File: src/rtl/recovery_transmitter_pkg.sv
// Shared types and constants for the recovery-command TX framer and its PEC helper.
package recovery_transmitter_pkg;

  localparam int unsigned LenW  = 16;
  localparam int unsigned ByteW = 8;

  // CRC-8 polynomial x^8 + x^2 + x + 1, used for SMBus-style PEC.
  localparam logic [ByteW-1:0] RecoveryPecPoly = 8'h07;

  typedef enum logic [2:0] {
    StIdle  = 3'd0,
    StLenLo = 3'd1,
    StLenHi = 3'd2,
    StData  = 3'd3,
    StPad   = 3'd4,
    StPec   = 3'd5,
    StFlush = 3'd6
  } rec_tx_state_e;

endpackage

File: src/rtl/recovery_pec.sv
// Single-byte CRC-8 step (MSB first, no reflection, no final XOR); shared with the RX PEC check.
module recovery_pec
  import recovery_transmitter_pkg::*;
(
  input  logic [ByteW-1:0] crc_i,
  input  logic [ByteW-1:0] byte_i,
  output logic [ByteW-1:0] crc_o
);

  // Fold the byte into the register, then shift out eight bits through the polynomial.
  always_comb begin
    crc_o = crc_i ^ byte_i;
    for (int i = 0; i < 8; i++) begin
      if (crc_o[7]) begin
        crc_o = {crc_o[6:0], 1'b0} ^ RecoveryPecPoly;
      end else begin
        crc_o = {crc_o[6:0], 1'b0};
      end
    end
  end

endmodule

File: src/rtl/recovery_transmitter.sv
// Frames recovery read responses as LEN_L, LEN_H, payload, optional PEC into the TTI TX queue.
module recovery_transmitter
  import recovery_transmitter_pkg::*;
#(
  parameter bit               PecEnable = 1'b1,
  parameter logic [ByteW-1:0] PecInit   = 8'h00
) (
  input  logic             clk_i,
  input  logic             rst_i,
  input  logic             res_valid_i,
  output logic             res_ready_o,
  input  logic [LenW-1:0]  res_len_i,
  input  logic             res_dvalid_i,
  output logic             res_dready_o,
  input  logic [ByteW-1:0] res_data_i,
  input  logic             res_dlast_i,
  input  logic             pec_seed_valid_i,
  input  logic [ByteW-1:0] pec_seed_i,
  output logic             tx_valid_o,
  input  logic             tx_ready_i,
  output logic [ByteW-1:0] tx_data_o,
  output logic             tx_last_o,
  input  logic             tx_abort_i,
  output logic             busy_o,
  output logic             done_o,
  output logic             len_err_o
);

  rec_tx_state_e    state_q;
  logic [LenW-1:0]  len_q;
  logic [LenW-1:0]  cnt_q;
  logic [ByteW-1:0] crc_q;
  logic [ByteW-1:0] crc_d;
  logic             pending_q;   // upstream has not yet handed over its last byte
  logic             done_q;
  logic             len_err_q;

  logic tx_hs;
  logic cnt_one;
  logic last_hs;
  logic abort_act;

  assign tx_hs     = tx_valid_o & tx_ready_i;
  assign cnt_one   = (cnt_q == LenW'(1));
  assign last_hs   = (state_q == StData) & tx_hs & res_dlast_i;
  assign abort_act = tx_abort_i & (state_q != StIdle) & (state_q != StFlush);

  assign busy_o    = (state_q != StIdle);
  assign done_o    = done_q;
  assign len_err_o = len_err_q;

  // CRC advances over whatever byte is currently offered on the TX side.
  recovery_pec u_pec (
    .crc_i  (crc_q),
    .byte_i (tx_data_o),
    .crc_o  (crc_d)
  );

  // Output decode from state; Data state passes the upstream byte straight through.
  always_comb begin
    res_ready_o  = 1'b0;
    res_dready_o = 1'b0;
    tx_valid_o   = 1'b0;
    tx_data_o    = '0;
    tx_last_o    = 1'b0;
    case (state_q)
      StIdle: res_ready_o = 1'b1;
      StLenLo: begin
        tx_valid_o = 1'b1;
        tx_data_o  = len_q[7:0];
      end
      StLenHi: begin
        tx_valid_o = 1'b1;
        tx_data_o  = len_q[15:8];
        tx_last_o  = (len_q == '0) && !PecEnable;
      end
      StData: begin
        tx_valid_o   = res_dvalid_i;
        tx_data_o    = res_data_i;
        res_dready_o = tx_ready_i;
        tx_last_o    = cnt_one && !PecEnable;
      end
      StPad: begin
        tx_valid_o = 1'b1;
        tx_last_o  = cnt_one && !PecEnable;
      end
      StPec: begin
        tx_valid_o = 1'b1;
        tx_data_o  = crc_q;
        tx_last_o  = 1'b1;
      end
      StFlush: res_dready_o = 1'b1;
      default: ;
    endcase
  end

  // Frame sequencing, length tracking, CRC accumulation and status pulses.
  always_ff @(posedge clk_i) begin
    if (rst_i) begin
      state_q   <= StIdle;
      len_q     <= '0;
      cnt_q     <= '0;
      crc_q     <= '0;
      pending_q <= 1'b0;
      done_q    <= 1'b0;
      len_err_q <= 1'b0;
    end else begin
      done_q    <= 1'b0;
      len_err_q <= 1'b0;
      if (abort_act) begin
        // An abort beats any handshake, but a last byte taken this cycle is still gone upstream.
        state_q <= (pending_q && !last_hs) ? StFlush : StIdle;
      end else begin
        case (state_q)
          StIdle: begin
            if (res_valid_i) begin
              len_q     <= res_len_i;
              cnt_q     <= res_len_i;
              crc_q     <= pec_seed_valid_i ? pec_seed_i : PecInit;
              pending_q <= (res_len_i != '0);
              state_q   <= StLenLo;
            end
          end
          StLenLo: begin
            if (tx_hs) begin
              crc_q   <= crc_d;
              state_q <= StLenHi;
            end
          end
          StLenHi: begin
            if (tx_hs) begin
              crc_q <= crc_d;
              if (len_q != '0) begin
                state_q <= StData;
              end else if (PecEnable) begin
                state_q <= StPec;
              end else begin
                done_q  <= 1'b1;
                state_q <= StIdle;
              end
            end
          end
          StData: begin
            if (tx_hs) begin
              crc_q <= crc_d;
              cnt_q <= cnt_q - LenW'(1);
              if (res_dlast_i) begin
                pending_q <= 1'b0;
              end
              if (cnt_one) begin
                // Declared length reached; a missing last marker means upstream overran.
                len_err_q <= !res_dlast_i;
                if (PecEnable) begin
                  state_q <= StPec;
                end else begin
                  done_q  <= 1'b1;
                  state_q <= res_dlast_i ? StIdle : StFlush;
                end
              end else if (res_dlast_i) begin
                len_err_q <= 1'b1;
                state_q   <= StPad;
              end
            end
          end
          StPad: begin
            if (tx_hs) begin
              crc_q <= crc_d;
              cnt_q <= cnt_q - LenW'(1);
              if (cnt_one) begin
                if (PecEnable) begin
                  state_q <= StPec;
                end else begin
                  done_q  <= 1'b1;
                  state_q <= StIdle;
                end
              end
            end
          end
          StPec: begin
            if (tx_hs) begin
              done_q  <= 1'b1;
              state_q <= pending_q ? StFlush : StIdle;
            end
          end
          StFlush: begin
            if (res_dvalid_i && res_dlast_i) begin
              pending_q <= 1'b0;
              state_q   <= StIdle;
            end
          end
          default: state_q <= StIdle;
        endcase
      end
    end
  end

endmodule

File: config.mk
export PLATFORM = sky130hd
export DESIGN_NAME = recovery_transmitter
export DESIGN_NICKNAME = d
export VERILOG_FILES = /design/src/rtl/recovery_transmitter_pkg.sv /design/src/rtl/recovery_pec.sv /design/src/rtl/recovery_transmitter.sv
export SDC_FILE = /design/constraint.sdc
export NUM_CORES = 1
export LEC_CHECK = 0
export BUFFER_PORTS_ARGS = -buffer_cell sky130_fd_sc_hd__buf_2
export CAP_MARGIN = 5
export CORE_UTILIZATION = 30
export CTS_CLUSTER_SIZE = 30
export DETAILED_ROUTE_END_ITERATION = 7
export HOLD_SLACK_MARGIN = 0.03
export PLACE_DENSITY = 0.46
export SETUP_SLACK_MARGIN = 0.2
export SLEW_MARGIN = 20
export SYNTH_ARGS = -nofsm -noshare
export SYNTH_HDL_FRONTEND = slang
export SYNTH_SLANG_ARGS = --single-unit
export TNS_END_PERCENT = 5
File: constraint.sdc
create_clock -name clk_i -period 3 [get_ports clk_i]
set_input_delay 0.3 -clock clk_i [delete_from_list [all_inputs] [get_ports clk_i]]
set_output_delay 0.3 -clock clk_i [all_outputs]
set_load 0.01 [all_outputs]
# Yosys cells after proc, flatten, opt, wreduce, memory -nomap -nowiden
# Index checks and enable logic that the tools add are counted.
totals:
  reg_bits: 46
  in_bits: 40
  out_inout_bits: 15
  elab_cells: 113
classes:
  add_sub_neg: 1
  eq_ne: 23
  mux: 43
  bitwise: 18
  reduce_logical: 21
ops:
  columns: ["cell", "count"]
  rows:
  - ["$mux W3", 22]
  - ["$mux W16", 2]
  - ["$pmux W16 S2", 1]
  - ["$pmux W8 S4", 1]
  - ["$reduce_bool A16 Y1", 2]
  - ["$ne A3 B3 Y1 const B", 9]
  - ["$mux W8", 3]
  - ["$not A3 Y3", 8]
  - ["$pmux W3 S7", 1]
  - ["$eq A16 B1 Y1 const B", 1]
  - ["$pmux W8 S2", 1]
  - ["$sub A16 B1 Y16 const B", 1]
  - ["$reduce_or A4 Y1", 3]
  - ["$eq A3 B3 Y1 const B", 3]
  - ["$mux W1", 9]
  - ["$reduce_and A9 Y1", 1]
  - ["$ne A2 B2 Y1 const B", 4]
  - ["$reduce_and A4 Y1", 2]
  - ["$xor A8 B8 Y8", 1]
  - ["$eq A3 B2 Y1 const B", 2]
  - ["$reduce_and A6 Y1", 1]
  - ["$reduce_bool A3 Y1", 2]
  - ["$and A1 B1 Y1", 5]
  - ["$ne A2 B1 Y1 const B", 2]
  - ["12 further kinds", 19]

# Longest topological paths before layout
# Gate-level depths: netlist (run 1).
depth:
  word_depth: 21
  mapped_depth: 11
  mapped_depth_nobuf: 11

# By module
# A second synthesis (run 1) with hierarchy kept.
hier_totals:
  cells_unflattened: 414
  hier_area_um2: 3099.2
by_module_without_submodules:
  columns: ["module", "n_inst", "cells_each", "area_per_inst_um2", "seq_area_each_um2"]
  rows:
  - ["recovery_transmitter", 1, 393, 2915.3, 920.9]
  - ["recovery_pec", 1, 21, 183.9, 0.0]

# Worst setup path before layout (run 1)
# Ideal clock, no wire load.
synth_timing:
  kind: "register to register"
  startpoint: "register cnt_q[9]"
  endpoint: "register state_q[1]"
  setup_ns: 0.119
  t_arrival_ns: 2.555
  required_ns: 2.881
  slack_ns: 0.327
  path_stages_with_launch: 11
  path_buffers: 0
  period_less_slack_ns: 2.673
  cell_sequence: "dfxtp_1 -> nor4_1 -> nand2_1 -> or4_1 -> ha_1 -> nor2b_1 -> o21ai_0 -> a211o_1 -> a31oi_1 -> nand3b_1 -> o221a_2"
synth_between:
  elab_chain_len: 5
  elab_cells_between_ends: 8
  classes_between: "eq/ne (3); mux (4); reduce/logical (1)"
synth_lines:
  columns: ["item", "line_no", "source"]
  rows:
  - ["start: declaration", "recovery_transmitter.sv:31", "logic [LenW-1:0] cnt_q;"]
  - ["start signal: assignment", "recovery_transmitter.sv:118", "cnt_q <= res_len_i;"]
  - ["start signal: assignment", "recovery_transmitter.sv:146", "cnt_q <= cnt_q - LenW'(1);"]
  - ["start signal: assignment", "recovery_transmitter.sv:168", "cnt_q <= cnt_q - LenW'(1);"]
  - ["$eq A16 B1 Y1 (*)", "recovery_transmitter.sv:44", "assign cnt_one = (cnt_q == LenW'(1));"]
  - ["$mux W3", "recovery_transmitter.sv:150", "if (cnt_one) begin"]
  - ["$mux W3", "recovery_transmitter.sv:144", "if (tx_hs) begin"]
  - ["$pmux W3 S7", "recovery_transmitter.sv:114", "case (state_q)"]
  - ["$mux W3", "recovery_transmitter.sv:110", "if (abort_act) begin"]
  - ["end signal: assignment", "recovery_transmitter.sv:112", "state_q <= (pending_q && !last_hs) ? StFlush : StIdle;"]
  - ["end signal: assignment", "recovery_transmitter.sv:121", "state_q <= StLenLo;"]
  - ["end signal: assignment", "recovery_transmitter.sv:154", "state_q <= StPec;"]
  - ["end: declaration", "recovery_transmitter.sv:29", "rec_tx_state_e state_q;"]
# Every way passes the cells marked *; elsewhere a longest branch is shown, timed or not. The select of a mux whose other input is x is not followed.
# A chain may end at the register's enable or synchronous reset.

# Final worst setup path (run 1)
layout_timing:
  startpoint: "register cnt_q[10]"
  endpoint: "register state_q[1]"
# The elaborated chain is that of the path after synthesis.

==> impl_metrics.py, run 1 <==
metrics = {
    "status": {
        "outcome": "completed",
    },
    "global_route": {
        "antenna_found_initial": 0,
        "gr-total-overflow": 0,
        "grt_usage_pct": 20.5,
        "grt_max_degree": 31,
        "grt_pass1_vias": 3463,
        "grt_first_pass_wirelength_um": 18900,
    },
    "sta": {
        "worst_slew_pin_slew_ps": 681,
        "finalMaxSlewViolations": 0,
        "hold_viol_final": 0,
        "rsz0062_at_grt": "yes",
        "slew-limit-headroom_pct": 54.2,
        "skew_ps": 7.14,
        "worst_slack_ps": 291,
        "fin_crit_sh_pct": 90.3,
        "tns_ps": 0,
        "finalSetupViolations": 0,
        "period_needed_ps": 2710,
        "fmax_mhz": 369,
    },
    "power_and_ir_drop": {
        "switching_share_pct": 48.7,
        "switching_power_uw": 2210,
        "ir_worst_vdd_mv": 0.321,
        "powerDensity_nw_per_um2": 1100,
        "pwr-share-comb_pct": 63.4,
        "p_leak_uw": 0.00160,
        "clkPwrFrac_pct": 12.7,
        "p_seq_share_pct": 23.9,
        "power.internal_uw": 2330,
    },
    "yosys": {
        "ys_seq_area_share_pct": 26.1,
        "async_flop_share_pct": 0,
        "ys_seq_elements": 46,
        "synth_area_sq_um": 3520,
        "ys_warn_count": 0,
        "synth_area_leader_cell": "dfxtp_1",
        "synth_edf_count": 0,
        "syn_inst": 484,
        "synth_cell_types": 72,
        "synth_top_flop_cell": "dfxtp_1",
        "synth_common_cells": "71 x nand2_1, 48 x a21oi_1, 46 x dfxtp_1",
        "synth.area.top_cells": "dfxtp_1 26%, nand2_1 7.6%, a21oi_1 6.8%",
        "syn_nets": 527,
        "syn-mean-instance-area_sq_um": 7.28,
        "yosys.area.top_type_share_pct": 26.1,
        "yosysMostFrequentCell": "nand2_1",
    },
    "die": {
        "num_io_pins": 55,
        "initial_core_util_pct": 30.8,
        "rows": 39,
        "die_x_um": 110,
        "dieArea_sq_um": 12200,
        "die_h_um": 110,
        "design.core.area_sq_um": 11400,
    },
    "cts": {
        "clk_pin_slew_worst_paths_ps": 70,
        "cts_tree": "done",
        "numCtsBuffers": 5,
        "cts_buffer_depth": 2,
        "cts_max_level": 2,
        "cts_sinks": 46,
        "insertion_delay_ps": 290,
        "postCtsSetupRepairBufs": 0,
        "ctsRootBufferMaster": "clkbuf_16",
    },
    "min_path": {
        "hp-class": "input pin to flip-flop",
        "min_path_cells": 3,
        "min_from": "pec_seed_i[1]",
        "whs_endpoint": "crc_q[1]",
    },
    "layout": {
        "fill_cells": 1252,
        "area_growth_syn_to_layout_pct": 17.0,
        "n_antenna_cell": 0,
        "fin_nets": 569,
        "fin_cells": 670,
        "drive_gt1_share_pct": 19.9,
    },
    "route": {
        "routed_wl_um": 11900,
        "via_per_inst": 5.60,
        "drtIter0Drc": 264,
        "firstDrtPassIters": 4,
        "postRouteAntennaNets": 0,
        "wl_per_cell_um": 17.8,
        "drc": 0,
        "vias": 3752,
    },
    "placement": {
        "hpwl_um": 9090,
        "dp_slack_ps": 37.0,
        "routabilityCongestion": 0.824,
        "placed_cells": 662,
        "place.port_buffers": 54,
    },
    "worst_setup_path": {
        "crit-reg2reg-launch": "cnt_q[10]",
        "end_kind": "flip-flop",
        "reg2regPathDepth": 10,
        "start_kind": "flip-flop",
        "worstReg2RegEnd": "state_q[1]",
        "crit_type": "flip-flop to flip-flop",
        "crit_required_ps": 3240,
        "critical_path.max_fanout": 5,
        "arrival_ps": 2950,
        "worstSetupStartpoint": "cnt_q[10]",
        "r2r_slack_ps": 290,
    },
    "job": {
        "cap_violations": 0,
    },
}
==> layout by cell type, fill, tap and decap left out, types with 4 or more instances in the layout <==
master,synthesis,final
a22oi_1,8,8
a31oi_1,6,5
o21ai_0,28,28
o211ai_1,4,4
nor4_1,13,12
a211oi_1,9,9
nand2b_1,6,6
and2_1,7,7
buf_2,13,54
a211o_1,9,9
buf_4,2,17
and3_1,5,5
inv_1,14,14
nor2_1,38,37
a21oi_1,48,48
dfxtp_1,46,46
xnor2_1,6,6
a2bb2oi_1,5,5
nand4_1,4,4
xor2_1,4,4
a22o_1,5,5
clkbuf_16,0,5
nor3_1,14,14
a311oi_1,5,5
a21o_1,5,5
nand3_1,8,8
nand2_1,71,71
nor2b_1,5,5
mux2_2,5,5
mux2i_1,6,6
==> sequential cells by signal (all words and copies together) (netlist names) <==
name,cells
done_o,1
cnt_q,16
len_q,16
state_q,3
len_err_o,1
pending_q,1
crc_q,8
==> stage by stage <==
step           util (%)  hold WS (ps)  instance area [sq um]  power (uW)
3_5_place_dp       34.4           473                   3930        3880
5_1_grt            36.1           269                   4120        4930
4_1_cts            36.0           257                   4110        4510
6_report           36.1           265                   4120        4530
2_1_floorplan         -           436                   3520        3120
3_3_place_gp       34.4           468                   3930        3880
==> metal layers <==
layer / vias up / global-route usage (%) / part of all wire [%] / routed length [um]
met1: 1788 / 30.1 / 50 / 5930
met3: 8 / 2.94 / 4.7 / 565
met4: 0 / 5.26 / 0.94 / 112
li1: 1873 / - / - / -
met2: 83 / 31.1 / 45 / 5300
met5: - / 0 / 0 / 0
==> cells by family after synthesis <==
logic type      after synthesis  share of synthesized area [%]
fa+ha+maj                     3                           1.07
flops                        46                           26.1
compound gates              164                           31.9
mux                          15                           4.69
buf+inv                      53                           6.54
simple gates                193                           27.2
xor+xnor                     10                           2.49
==> power groups by stage <==
stage	Clock, uW	Sequential [uW]	Combinational, uW
finish	576	1080	2870
global placement	0	1070	2800
floorplan	0	970	2150
CTS	603	1070	2840
detailed placement	0	1080	2800
global route	623	1120	3190
==> worst max-delay path, cell delays in order (launching register included) <==
cell and delay [ps]:
dfxtp_1 370, nor4_4 300, nand2_1 120, or4_4 530, ha_1 200, nor2b_1 100, o21ai_0 70, a211o_1 330
a31oi_4 240, nor2b_1 200, o221a_2 200
==> cell type report <==
| class | instances | area [sq um] | share of cell area (%) |
|---|---|---|---|
| Sequential cell | 46 | 921 | 22.4 |
| Clock inverter | 2 | 12.5 | 0.304 |
| Tap cell | 143 | 179 | 4.34 |
| Inverter | 17 | 63.8 | 1.55 |
| Clock buffer | 6 | 139 | 3.37 |
| Timing Repair Buffer | 71 | 398 | 9.66 |
| Multi-Input combinational cell | 385 | 2410 | 58.4 |
==> worst max-delay path by stage <==
stage	to	slack, ps	cells past startpoint
floorplan	state_q[1]	330	10
global placement	state_q[0]	130	10
detailed placement	state_q[0]	40	10
CTS	state_q[1]	250	10
global route	state_q[0]	130	10
finish	state_q[1]	290	10
==> timing repair <==
item	in CTS	in global routing
hold buffers	0	0
resized for setup	4	2
setup endpoints to repair	3	9
pin swaps	0	1
Power figures use the tool's default switching activity.
==> inputs of run 2 (changes only) <==
Settings changed: SYNTH_HIERARCHICAL set to 1.
==> run 2 against run 1 <==
Non-clock buffer count shrank 3. Highest routed layer unchanged. Design area shrank 12%. Sequential share of layout area grew 3.1 points. Wire length shrank 20%. First-iteration DRC count shrank 62%.
==> impl_metrics.py, run 2 <==
metrics = {
    "die": {
        "num_io_pins": 55,
        "initial_core_util_pct": 31.3,
        "dieArea_sq_um": 10700,
        "rows": 36,
        "die_h_um": 104,
        "design.core.area_sq_um": 9910,
        "die_x_um": 104,
    },
    "sta": {
        "finalMaxSlewViolations": 0,
        "fin_crit_sh_pct": 82.1,
        "skew_ps": 5.26,
        "rsz0062_at_grt": "no",
        "hold_viol_final": 0,
        "worst_slew_pin_slew_ps": 666,
        "slew-limit-headroom_pct": 55.4,
        "period_needed_ps": 2460,
        "fin_hold_ws_ps": 246,
        "fmax_mhz": 406,
        "tns_ps": 0,
        "finalSetupViolations": 0,
    },
    "route": {
        "wl_per_cell_um": 16.1,
        "firstDrtPassIters": 4,
        "drc": 0,
        "via_per_inst": 5.26,
        "postRouteAntennaNets": 0,
        "drtIter0Drc": 100,
        "vias": 3120,
        "routed_wl_um": 9560,
    },
    "cts": {
        "postCtsSetupRepairBufs": 0,
        "cts_buffer_depth": 2,
        "clk_pin_slew_worst_paths_ps": 100,
        "cts_sinks": 46,
        "cts_max_level": 2,
        "post_cts.resized_instances": 0,
        "insertion_delay_ps": 310,
        "numCtsBuffers": 5,
        "ctsRootBufferMaster": "clkbuf_8",
        "cts_tree": "done",
        "ctsHoldBuffers": 0,
    },
    "yosys": {
        "synth_top_flop_cell": "dfxtp_1",
        "ys_seq_elements": 46,
        "syn_nets": 457,
        "yosys.area.top_type_share_pct": 29.7,
        "ys_warn_count": 6,
        "synth_edf_count": 0,
        "async_flop_share_pct": 0,
        "synth_area_sq_um": 3100,
        "syn-mean-instance-area_sq_um": 7.49,
        "yosysMostFrequentCell": "nand2_1",
        "synth_cell_types": 66,
        "ys_seq_area_share_pct": 29.7,
        "synth.area.top_cells": "dfxtp_1 30%, a21oi_1 7.4%, nand2_1 6.7%",
        "synth_area_leader_cell": "dfxtp_1",
        "synth_common_cells": "55 x nand2_1, 46 x a21oi_1, 46 x dfxtp_1",
        "syn_inst": 414,
    },
    "job": {
        "cap_violations": 0,
    },
    "placement": {
        "hpwl_um": 7190,
        "placed_cells": 585,
        "place.port_buffers": 54,
        "routabilityCongestion": 0.843,
    },
    "worst_setup_path": {
        "crit-reg2reg-launch": "state_q[1]",
        "cp_top_family": "compound AO/OA/AOI/OAI gates",
        "reg2regPathDepth": 9,
        "r2r_slack_ps": 540,
        "cpPeakStageDelay_ps": 380,
        "crit_type": "flip-flop to flip-flop",
        "end_kind": "flip-flop",
        "path_buf_inv": 1,
        "slowest_stage": "nor2_1",
        "critical_path.max_fanout": 16,
        "crit_required_ps": 3220,
        "arrival_ps": 2680,
        "crit_top_cell": "xnor2_1",
        "path_cells": "buf_4 > nor2_1 > a22oi_1 > o22ai_1 > xnor2_1 > xnor2_1 > xnor2_1 > a21oi_1 > a211oi_1",
        "start_kind": "flip-flop",
        "worstReg2RegEnd": "crc_q[0]",
    },
    "global_route": {
        "grt_pass1_vias": 3020,
        "grt_first_pass_wirelength_um": 15600,
        "grt_max_degree": 26,
        "grt_usage_pct": 18.2,
        "antenna_found_initial": 0,
        "gr-total-overflow": 0,
    },
    "layout": {
        "fin_cells": 593,
        "final_common_cell": "nand2_1",
        "fin_nets": 502,
        "reg.largest.list": "cnt_q: 16 flops, len_q: 16 flops, crc_q: 8 flops",
        "n_antenna_cell": 0,
        "area_growth_syn_to_layout_pct": 16.9,
        "final_cell_mix": "55 x nand2_1, 54 x buf_2, 46 x a21oi_1, 46 x dfxtp_1, 36 x nor2_1",
        "drive_gt1_share_pct": 20.0,
    },
    "min_path": {
        "hp-class": "input pin to flip-flop",
        "whs_endpoint": "len_q[14]",
        "min_path_cells": 3,
        "min_from": "res_len_i[14]",
    },
    "power_and_ir_drop": {
        "powerDensity_nw_per_um2": 1100,
        "ir_worst_vdd_mv": 0.367,
        "p_leak_uw": 0.00136,
    },
    "status": {
        "outcome": "completed",
    },
}
[run 2: cell count changes in the layout (fill, tap and decap cells not counted), moves of 7 or more]
cell,before,now
a211o_1,9,2
a22oi_1,8,17
inv_1,14,5
nand2_1,71,55
o21ai_0,28,4
o21ai_1,2,15
o22ai_1,3,12
xnor2_1,6,15
[run 2: area by class of cell]
class	count	area, sq um
fillers	1092	6290
multi-input cells	331	2020
flip-flops and latches	46	921
repair buffers	68	375
well taps	133	166
clock buffers	5	68.8
clock inverters	3	48.8
inverters	7	26.3
[run 2: power breakdown]
group / total, uW / internal, uW / switching, uW
clock: 504 / 254 / 250
sequential: 956 / 784 / 172
combinational: 2530 / 1030 / 1510
total: 3990 / 2060 / 1930
[run 2: worst max path at each step]
stage | startpoint | to | cells after the start
global placement | cnt_q[0] | state_q[0] | 9
global route | state_q[1] | crc_q[1] | 9
detailed placement | state_q[1] | crc_q[7] | 9
CTS | state_q[1] | crc_q[0] | 9
floorplan | state_q[1] | crc_q[7] | 11
finish | state_q[1] | crc_q[0] | 9
[run 2: cell families after synthesis]
| logic type | Yosys count | share of synthesized area, % |
|---|---|---|
| AND/OR/NAND/NOR | 166 | 27.4 |
| buffers and inverters | 37 | 5.37 |
| AO/OA/AOI/OAI | 135 | 28.3 |
| flip-flops | 46 | 29.7 |
| XOR/XNOR | 23 | 6.74 |
| adder cells (fa/ha/maj) | 3 | 1.21 |
| multiplexers | 4 | 1.33 |
[run 2: stage by stage]
stage               setup slack, ps  total power (uW)  cell area [sq um]  utilization (%)
finish                          538              3990               3620             36.6
global route                    255              4370               3620             36.6
CTS                             531              4030               3620             36.6
detailed placement              583              3500               3500             35.4
global placement                632              3500               3500             35.4
floorplan                       550              2930               3100                -
[run 2: metal layers]
layer / global-route usage (%) / part of all wire (%) / wire length (um)
met2: 29.9 / 45 / 4350
met3: 2.89 / 4.6 / 442
met1: 24.9 / 49 / 4690
met4: 4.14 / 0.86 / 82
met5: 0 / 0 / 0
[run 2: worst min-delay path, stage by stage]
cell,delay (ps)
buf_2,120
nand2_1,50
a21oi_1,50
